===== src/rtl/shake_pad_pkg.sv =====
`default_nettype none
// ============================================================================
// Module   : shake_pad_pkg
// Brief    : Shared constants and state type for the SHAKE block padder.
// Revision : 1.0 - initial release
// ============================================================================
package shake_pad_pkg;

    localparam int RATE128_WORDS = 21;
    localparam int RATE256_WORDS = 17;

    localparam logic [7:0] DOMAIN_SHAKE = 8'h1F;
    localparam logic [7:0] PAD_END      = 8'h80;

    typedef enum logic [0:0] {
        ACCEPT = 1'b0,
        FULL   = 1'b1
    } state_t;

endpackage
`default_nettype wire


===== src/rtl/shake_block_padder_if.sv =====
`default_nettype none
// ============================================================================
// Module   : shake_block_padder_if
// Brief    : Word-in / block-out handshake bundle of the SHAKE block padder.
// Revision : 1.0 - initial release
// ============================================================================
interface shake_block_padder_if #(
    parameter int W         = 64,
    parameter int MAX_WORDS = 21
);

    logic                   mode;
    logic [W-1:0]           in_data;
    logic                   in_valid;
    logic                   in_last;
    logic [2:0]             in_bytes;
    logic                   in_ready;
    logic [W*MAX_WORDS-1:0] out_block;
    logic                   out_valid;
    logic                   out_last;
    logic                   out_ready;

    modport master (
        output mode, in_data, in_valid, in_last, in_bytes, out_ready,
        input  in_ready, out_block, out_valid, out_last
    );

    modport slave (
        input  mode, in_data, in_valid, in_last, in_bytes, out_ready,
        output in_ready, out_block, out_valid, out_last
    );

endinterface
`default_nettype wire


===== src/rtl/shake_last_word.sv =====
`default_nettype none
// ============================================================================
// Module   : shake_last_word
// Brief    : Pads the final message word: keeps the valid bytes, places the
//            SHAKE domain byte right after them and zeroes the rest.
// Revision : 1.0 - initial release
// ============================================================================
module shake_last_word
    import shake_pad_pkg::*;
#(
    parameter int W = 64
) (
    input  wire  [W-1:0] i_data,
    input  wire  [2:0]   i_bytes,
    output logic [W-1:0] o_word
);

    for (genvar b = 0; b < W / 8; b++) begin : g_byte
        localparam logic [2:0] c_byte = 3'(b);
        assign o_word[8*b +: 8] = (c_byte < i_bytes)  ? i_data[8*b +: 8] :
                                  (c_byte == i_bytes) ? DOMAIN_SHAKE     : 8'h00;
    end

endmodule
`default_nettype wire


===== src/rtl/shake_block_padder.sv =====
`default_nettype none
// ============================================================================
// Module   : shake_block_padder
// Brief    : Collects 64-bit message words into one SHAKE-128/256 rate block,
//            pads the final block and hands blocks to the permutation.
// Revision : 1.0 - initial release
// ============================================================================
module shake_block_padder
    import shake_pad_pkg::*;
#(
    parameter int W         = 64,
    parameter int MAX_WORDS = 21
) (
    input  wire                   clk,
    input  wire                   rst_n,
    shake_block_padder_if.slave   bus
);

    state_t        r_state;
    state_t        w_state_nxt;
    logic [4:0]    r_cnt;
    logic          r_mode;
    logic          r_msg_start;
    logic          r_last;

    logic          w_mode;
    logic [4:0]    w_rate;
    logic [4:0]    w_rate_m1;
    logic [4:0]    w_cnt_inc;
    logic          w_accept;
    logic          w_block_done;
    logic          w_out_hs;
    logic [W-1:0]  w_padded;

    // Rate follows the live mode input only on the first word of a message.
    assign w_mode       = r_msg_start ? bus.mode : r_mode;
    assign w_rate       = w_mode ? 5'(RATE256_WORDS) : 5'(RATE128_WORDS);
    assign w_rate_m1    = w_rate - 5'd1;
    assign w_cnt_inc    = r_cnt + 5'd1;
    assign w_accept     = bus.in_valid && bus.in_ready;
    assign w_block_done = w_accept && (bus.in_last || (w_cnt_inc == w_rate));
    assign w_out_hs     = bus.out_valid && bus.out_ready;

    assign bus.in_ready  = rst_n && (r_state == ACCEPT);
    assign bus.out_valid = rst_n && (r_state == FULL);
    assign bus.out_last  = bus.out_valid && r_last;

    always_ff @(posedge clk) begin
        if (!rst_n) begin
            r_state <= ACCEPT;
        end else begin
            r_state <= w_state_nxt;
        end
    end

    always_comb begin
        w_state_nxt = r_state;
        case (r_state)
            ACCEPT:  if (w_block_done)  w_state_nxt = FULL;
            FULL:    if (bus.out_ready) w_state_nxt = ACCEPT;
            default: w_state_nxt = ACCEPT;
        endcase
    end

    always_ff @(posedge clk) begin
        if (!rst_n) begin
            r_cnt       <= 5'd0;
            r_mode      <= 1'b0;
            r_msg_start <= 1'b1;
            r_last      <= 1'b0;
        end else if (w_accept) begin
            if (r_msg_start) begin
                r_mode <= bus.mode;
            end
            r_msg_start <= bus.in_last;
            r_last      <= bus.in_last;
            r_cnt       <= w_block_done ? 5'd0 : w_cnt_inc;
        end
    end

    shake_last_word #(
        .W (W)
    ) u_last_word (
        .i_data  (bus.in_data),
        .i_bytes (bus.in_bytes),
        .o_word  (w_padded)
    );

    // On the final word every slot above the counter is rewritten, which
    // zero-fills the tail and drops the 0x80 end marker into slot rate-1.
    for (genvar i = 0; i < MAX_WORDS; i++) begin : g_buf
        localparam logic [4:0] c_idx = 5'(i);
        logic [W-1:0] r_word;
        logic [W-1:0] w_end_mask;

        assign w_end_mask = (c_idx == w_rate_m1) ? {PAD_END, {(W-8){1'b0}}} : '0;

        always_ff @(posedge clk) begin
            if (!rst_n || w_out_hs) begin
                r_word <= '0;
            end else if (w_accept) begin
                if (c_idx == r_cnt) begin
                    r_word <= bus.in_last ? (w_padded | w_end_mask) : bus.in_data;
                end else if (bus.in_last && (c_idx > r_cnt)) begin
                    r_word <= w_end_mask;
                end
            end
        end

        assign bus.out_block[W*i +: W] = r_word;
    end

endmodule
`default_nettype wire

===== src/flat_wrapper.sv =====
// flat-port wrapper written by rule: the top's interface ports become plain ports
module shake_block_padder_flat import shake_pad_pkg::*;
#(
    parameter int W         = 64,
    parameter int MAX_WORDS = 21
)
  (clk, rst_n, bus_mode, bus_in_data, bus_in_valid, bus_in_last, bus_in_bytes, bus_out_ready, bus_in_ready, bus_out_block, bus_out_valid, bus_out_last);
  shake_block_padder_if #(.W(W), .MAX_WORDS(MAX_WORDS)) bus_i ();
  input  wire clk;
  input  wire rst_n;
  input wire logic [$bits(bus_i.mode)-1:0] bus_mode;
  input wire logic [$bits(bus_i.in_data)-1:0] bus_in_data;
  input wire logic [$bits(bus_i.in_valid)-1:0] bus_in_valid;
  input wire logic [$bits(bus_i.in_last)-1:0] bus_in_last;
  input wire logic [$bits(bus_i.in_bytes)-1:0] bus_in_bytes;
  input wire logic [$bits(bus_i.out_ready)-1:0] bus_out_ready;
  output wire logic [$bits(bus_i.in_ready)-1:0] bus_in_ready;
  output wire logic [$bits(bus_i.out_block)-1:0] bus_out_block;
  output wire logic [$bits(bus_i.out_valid)-1:0] bus_out_valid;
  output wire logic [$bits(bus_i.out_last)-1:0] bus_out_last;
  assign bus_i.mode = bus_mode;
  assign bus_i.in_data = bus_in_data;
  assign bus_i.in_valid = bus_in_valid;
  assign bus_i.in_last = bus_in_last;
  assign bus_i.in_bytes = bus_in_bytes;
  assign bus_i.out_ready = bus_out_ready;
  assign bus_in_ready = bus_i.in_ready;
  assign bus_out_block = bus_i.out_block;
  assign bus_out_valid = bus_i.out_valid;
  assign bus_out_last = bus_i.out_last;
  shake_block_padder #(.W(W), .MAX_WORDS(MAX_WORDS)) u_core (.clk(clk), .rst_n(rst_n), .bus(bus_i));
endmodule

===== config.mk =====
export PLATFORM = sky130hd
export DESIGN_NAME = shake_block_padder_flat
export DESIGN_NICKNAME = d
export VERILOG_FILES = /design/src/rtl/shake_pad_pkg.sv /design/src/rtl/shake_block_padder_if.sv /design/src/rtl/shake_last_word.sv /design/src/rtl/shake_block_padder.sv /design/src/flat_wrapper.sv
export SDC_FILE = /design/constraint.sdc
export NUM_CORES = 2
export LEC_CHECK = 0
export ABC_AREA = 1
export ABC_CLOCK_PERIOD_IN_PS = 2700
export CAP_MARGIN = 20
export CORE_AREA = 4 4 553 555
export CTS_CLUSTER_SIZE = 14
export DETAILED_ROUTE_END_ITERATION = 7
export DIE_AREA = 0 0 557 559
export SYNTH_ARGS = -nofsm -noshare
export SYNTH_HDL_FRONTEND = slang
export SYNTH_SLANG_ARGS = --single-unit

===== constraint.sdc =====
create_clock -name clk -period 2.7 [get_ports clk]
set_input_delay 0.54 -clock clk [delete_from_list [all_inputs] [get_ports clk]]
set_output_delay 0.54 -clock clk [all_outputs]
set_load 0.01 [all_outputs]

Yosys cells after proc, flatten, opt, wreduce, memory -nomap -nowiden:

Cells that the tools add are included.

* register bits after elaboration: 1353
* output and inout port bits: 1347
* input port bits: 73
* word-level logic and storage cells: 308

* mux-type cells: 106
* bitwise operators: 22
* reduce and logical (&&, ||, !) cells: 75
* equal/unequal tests: 48
* magnitude comparators: 29
* add/subtract/negate cells: 2

Operators with widths (number)
* $mux 64: 84
* $or 64x64->64: 21
* $eq 4x5->1 const A: 16
* $mux 8: 8
* $eq 5x5->1 const A: 10
* $mux 5: 9
* $reduce_and 2->1: 21
* $reduce_bool 2->1: 21
* $eq 3x5->1 const A: 8
* $gt 4x5->1 const A: 8
* $logic_and 1x1->1: 27
* $gt 5x5->1 const A: 5
* $eq 2x5->1 const A: 4
* $gt 3x5->1 const A: 4
* $eq 3x3->1 const A: 4
* $lt 3x3->1 const A: 4
* $eq 1x5->1 const A: 2
* $gt 1x5->1 const A: 2
* $gt 2x5->1 const A: 2
* $logic_not 5->1: 2
* $eq 2x3->1 const A: 2
* $lt 1x3->1 const A: 2
* $lt 2x3->1 const A: 2
* $add 5x1->5 const B: 1
* other kinds (10): 13

Longest topological paths before layout:

* depth in word-level cells: 8
* gate-level depth with buffers: 12
* mapped depth without buffers: 9

Cells and area by module:

A second synthesis with hierarchy kept.

* cell total of the unflattened synthesis: 6506
* area total of the unflattened synthesis: 49994.2 um^2

Modules (own cells, without submodules)
* shake_block_padder: seq. area each 27086.0 um^2, times used 1, cells each 6369, area each 49408.6 um^2
* shake_last_word: seq. area each 0.0 um^2, times used 1, cells each 137, area each 585.6 um^2

Worst setup path after synthesis:

OpenSTA, ideal clock, no wires.

* kind: reg2reg
* start: register u_core.r_cnt[0]
* end: register u_core.g_buf[12].r_word[10]
* clock period less this slack: 1.939 ns
* cell stages (with the launch flop): 12
* setup time: 0.132 ns
* data required time: 2.568 ns
* path slack: 0.761 ns
* path buffers: 2
* data arrival time: 1.807 ns
* cells stage by stage: dfxtp_1 buf_2 inv_2 ha_1 nand2_1 nor2_1 inv_1 o211ai_1 nand2_1 buf_2 nand2_1 a21oi_1

* longest elaborated chain between the ends: 4
* elaborated cells between the ends (all ways): 6
* classes of those cells: order compare: 1; eq/ne: 1; mux: 1; reduce/logical: 3

Ends and longest elaborated chain
* from (decl): RTL line shake_block_padder.sv:21 `logic [4:0] r_cnt;`
* from (signal assigned): RTL line shake_block_padder.sv:77 `r_cnt <= w_block_done ? 5'd0 : w_cnt_inc;`
* $gt 4x5->1: RTL line shake_block_padder.sv:104 `end else if (bus.in_last && (c_idx > r_cnt)) begin`
* $logic_and 1x1->1: RTL line shake_block_padder.sv:104
* $reduce_bool 2->1 (no line)
* $reduce_and 2->1 (no line)
* to (signal assigned): RTL line shake_block_padder.sv:103 `r_word <= bus.in_last ? (w_padded | w_end_mask) : bus.in_data;`
* to (signal assigned): RTL line shake_block_padder.sv:105 `r_word <= w_end_mask;`
* to (decl): RTL line shake_block_padder.sv:93 `logic [W-1:0] r_word;`

Several ways; a longest one is shown, not always the timed one.
A chain may end at the register's enable or synchronous reset.

Worst setup path after layout:

* start: register u_core.g_buf[11].r_word[42]
* end: output bus_out_block[746]

RTL lines
* from (decl): RTL line shake_block_padder.sv:93
* from (signal assigned): RTL line shake_block_padder.sv:103
* from (signal assigned): RTL line shake_block_padder.sv:105
* to (decl): RTL line flat_wrapper.sv:18 `output wire logic [$bits(bus_i.out_block)-1:0] bus_out_block;`

No word-level cell between the ends.

==> impl_results.md <==
* PD cells at a little under 600 nW/µm²
* Number of max-cap violations at 0
* Gate Count Post-Synth at ~6300
* Worst path bufs/invs at 1
* YS warnings at 0
* Number of primary I/O pins at 1420
* CTS Hold Bufs at 0
* Total gr overflow at 0
* Min-Delay Path Depth at 5
* Row cnt at 202
* Crit share post-route at 0.943
* Routed wire length per instance at approximately 25 µm
* Pin count of the biggest net entering global routing at a little under 100
* Worst EP required at about 2.2 ns
* Final critical-path required period at between 2 and 3 ns
* Crit path launch type: register
* I/O Buffers at approximately 1400
* Crit path cell chain: clkdlybuf4s50_1
* Die area at 311000 µm²
* WHS at 0.435 ns
* First-pass GRT wire length at roughly 400000 µm
* Status: complete, no violations
* Fmax at 393 MHz
* CP top delay family: buffers and inverters
* Post-synth EDFFs at 0
* Number of global-route vias before repair at around 47000
* CTS Buffer Depth at 4
* CP Max Fanout at 2
* Hold path start: bus_in_data[46]
* Yosys cell types at 34
* Slew @ Worst Pin at approximately 1 ns
* Worst Reg-to-Reg Cells at 8
* Routed wire length at roughly 300000 µm
* Clock network latency to the later pin of the worst-skew pair at around 0.78 ns
* Routability Congestion at roughly 0.85
* Critical path class: reg -> out
* Leakage at 25.3 nW
* Synthesized cell area at around 49000 µm²
* Slowest Stage Delay on Critical Path at around 0.79 ns
* Detailed Place HPWL at between 200000 and 250000 µm
* Hold path endpoint: u_core.g_buf[18].r_word[46]
* Die height at roughly 560 µm
* DRC viols at 0
* Async S/R FF share, synth at 0
* Worst slew margin at 0.343
* Cell taking the most area after synthesis: dfxtp_1
* Dominant synthesized flop cell: dfxtp_1
* Min-delay worst type: in -> reg
* Buffers inserted by post-CTS timing repair at 0
* Antenna violations before repair at 53
* Initial Util at 0.161
* Worst path arrival time at ~2.0 ns
* CTS tree: done
* Final Setup Violations at 0
* Final Hold Fails at 0
* Worst clock skew at 0.0234 ns
* Layout area overhead at 58.6%
* Die width at 557 µm
* Maximum VDD drop at 0.431 mV
* Core Region at just over 300000 µm²
* Register area share after synthesis at 0.558
* CTS sink cnt at around 1400
* Mapped Nets at roughly 6400
* Yosys top cell area share at 0.558
* Syn avg cell area at between 7 and 8 µm²
* Critical Path Sink Type: output port
* PostCTS Resize Cnt at 1
* DR vias at 50900
* Critical-path top delay cell: clkdlybuf4s50_1
* Clock-pin slew on the worst setup and hold paths at around 0.06 ns
* Critical R2R Launch: u_core.r_cnt[1]
* Share of layout cells above drive strength 1 at 0.105
* CTS buffer count at approximately 150
* Flop and latch count out of synthesis at approximately 1400
* R2r endpoint: u_core.g_buf[7].r_word[38]
* Final ANT Viol Nets at 0
* Final Max Slew Viols at 0
* Root Driver: clkbuf_16
* Total track usage at 0.180
* H-Tree Depth at 4
* Worst R2R Setup Slack at roughly 0.21 ns
* 1st-iter DRT viols at 5226
* Final #Nets at 7909
* Initial DRT Pass Iterations at 6
* Synth top area cells: dfxtp_1, nand2_1, a21oi_1
* Vias/cell at 4.26
* RSZ-0062 raised after global routing: no
* Setup_tns at 0 ns
-- metrics by stage --
| stage | instance area, µm² | setup WS [ns] | util | power (mW) | std cells |
|---|---|---|---|---|---|
| finish | 77000 | 0.153 | 0.256 | 45.3 | 12000 |
| global route | 77000 | 0.0552 | 0.255 | 46.6 | 12000 |
| CTS | 77000 | 0.0316 | 0.255 | 45.8 | 11900 |
| detailed placement | 72000 | -0.389 | 0.239 | 24.6 | 11700 |
| global placement | 72000 | -0.405 | 0.239 | 24.6 | 11700 |
| floorplan | 48600 | 0.761 | - | 21.8 | 6340 |
-- logic make-up after synthesis --
logic type / share of synthesized area
compound gates: 0.146
flops: 0.558
buf+inv: 0.0583
fa+ha+maj: 0.00103
simple gates: 0.237
-- metal layers --
metal / share of wire / track usage / vias up
met5: 0.00011 / 0 / -
met4: 0.058 / 0.0947 / 4
met3: 0.086 / 0.0442 / 539
met2: 0.46 / 0.294 / 2596
met1: 0.40 / 0.219 / 24400
li1: - / - / 23400
-- report_power, final --
part           internal, mW  switching (mW)  total, mW
clock network          12.1            9.03       21.1
registers              20.0          0.0554       20.1
logic                  1.20            2.84       4.04
-- placed cells by master, fill, tap and decap left out, types with 5 or more instances in the layout --
master              n
nand2_4            15
nand2_1          2563
a22oi_1            22
inv_6               7
clkbuf_8           30
nand3_1           217
clkdlybuf4s50_1  1415
inv_1              38
diode_2            38
buf_12            223
clkbuf_16         159
a21oi_1          1319
nor2_4             18
dfxtp_1          1353
nor2_1             88
or2_4               5
nand2_2            21
inv_2              34
o21ai_0            31
nor3_4              5
clkinv_2           15
buf_4             263
clkinvlp_4          6
clkbuf_1           43
-- how the worst max path moves through the flow --
stage	startpoint	end	cells past startpoint
global route	u_core.r_cnt[1]	u_core.g_buf[7].r_word[38]	8
floorplan	u_core.r_cnt[0]	u_core.g_buf[12].r_word[10]	11
finish	u_core.g_buf[11].r_word[42]	bus_out_block[746]	1
detailed placement	bus_in_valid	u_core.g_buf[7].r_word[38]	9
CTS	u_core.g_buf[12].r_word[21]	bus_out_block[789]	1
global placement	bus_in_valid	u_core.g_buf[7].r_word[38]	9
-- registers in the layout (all words and copies together), names as in the netlist --
signal,count
u_core.g_buf.r_word,1344
u_core.r_cnt,5
u_core.r_last,1
u_core.r_mode,1
u_core.r_msg_start,1
u_core.r_state,1
-- worst reg2reg max path: stages, from the launching register on --
cell and delay [ns]:
dfxtp_1 0.51, buf_4 0.21, ha_1 0.26, nand3_1 0.15, nor2_4 0.20, buf_12 0.19
buf_12 0.25, nand2_1 0.41, a21oi_1 0.23
-- area by class of cell --
| class | instances | area [µm²] |
|---|---|---|
| fillers | 32700 | 224000 |
| diodes | 38 | 95.1 |
| clock inverters | 38 | 414 |
| well taps | 3978 | 4980 |
| clock buffers | 232 | 4550 |
| inverters | 79 | 310 |
| multi-input cells | 4342 | 19000 |
| flip-flops and latches | 1353 | 27100 |
| repair buffers | 1902 | 20600 |
-- synth_stat cells (4+ instances only) --
| library cell | instances |
|---|---|
| nand2_1 | 2596 |
| dfxtp_1 | 1353 |
| a21oi_1 | 1319 |
| clkbuf_1 | 271 |
| buf_2 | 224 |
| nand3_1 | 218 |
| nor2_1 | 93 |
| inv_1 | 64 |
| buf_1 | 40 |
| o21ai_0 | 31 |
| buf_4 | 28 |
| a22oi_1 | 22 |
| inv_2 | 14 |
| nor2_2 | 12 |
| or2_2 | 6 |
| a21boi_0 | 5 |
| a21oi_2 | 5 |
| ha_1 | 4 |
| nand3b_1 | 4 |
| nor2_4 | 4 |
| nor3_4 | 4 |
No activity file was read; power rests on OpenSTA's default activity.
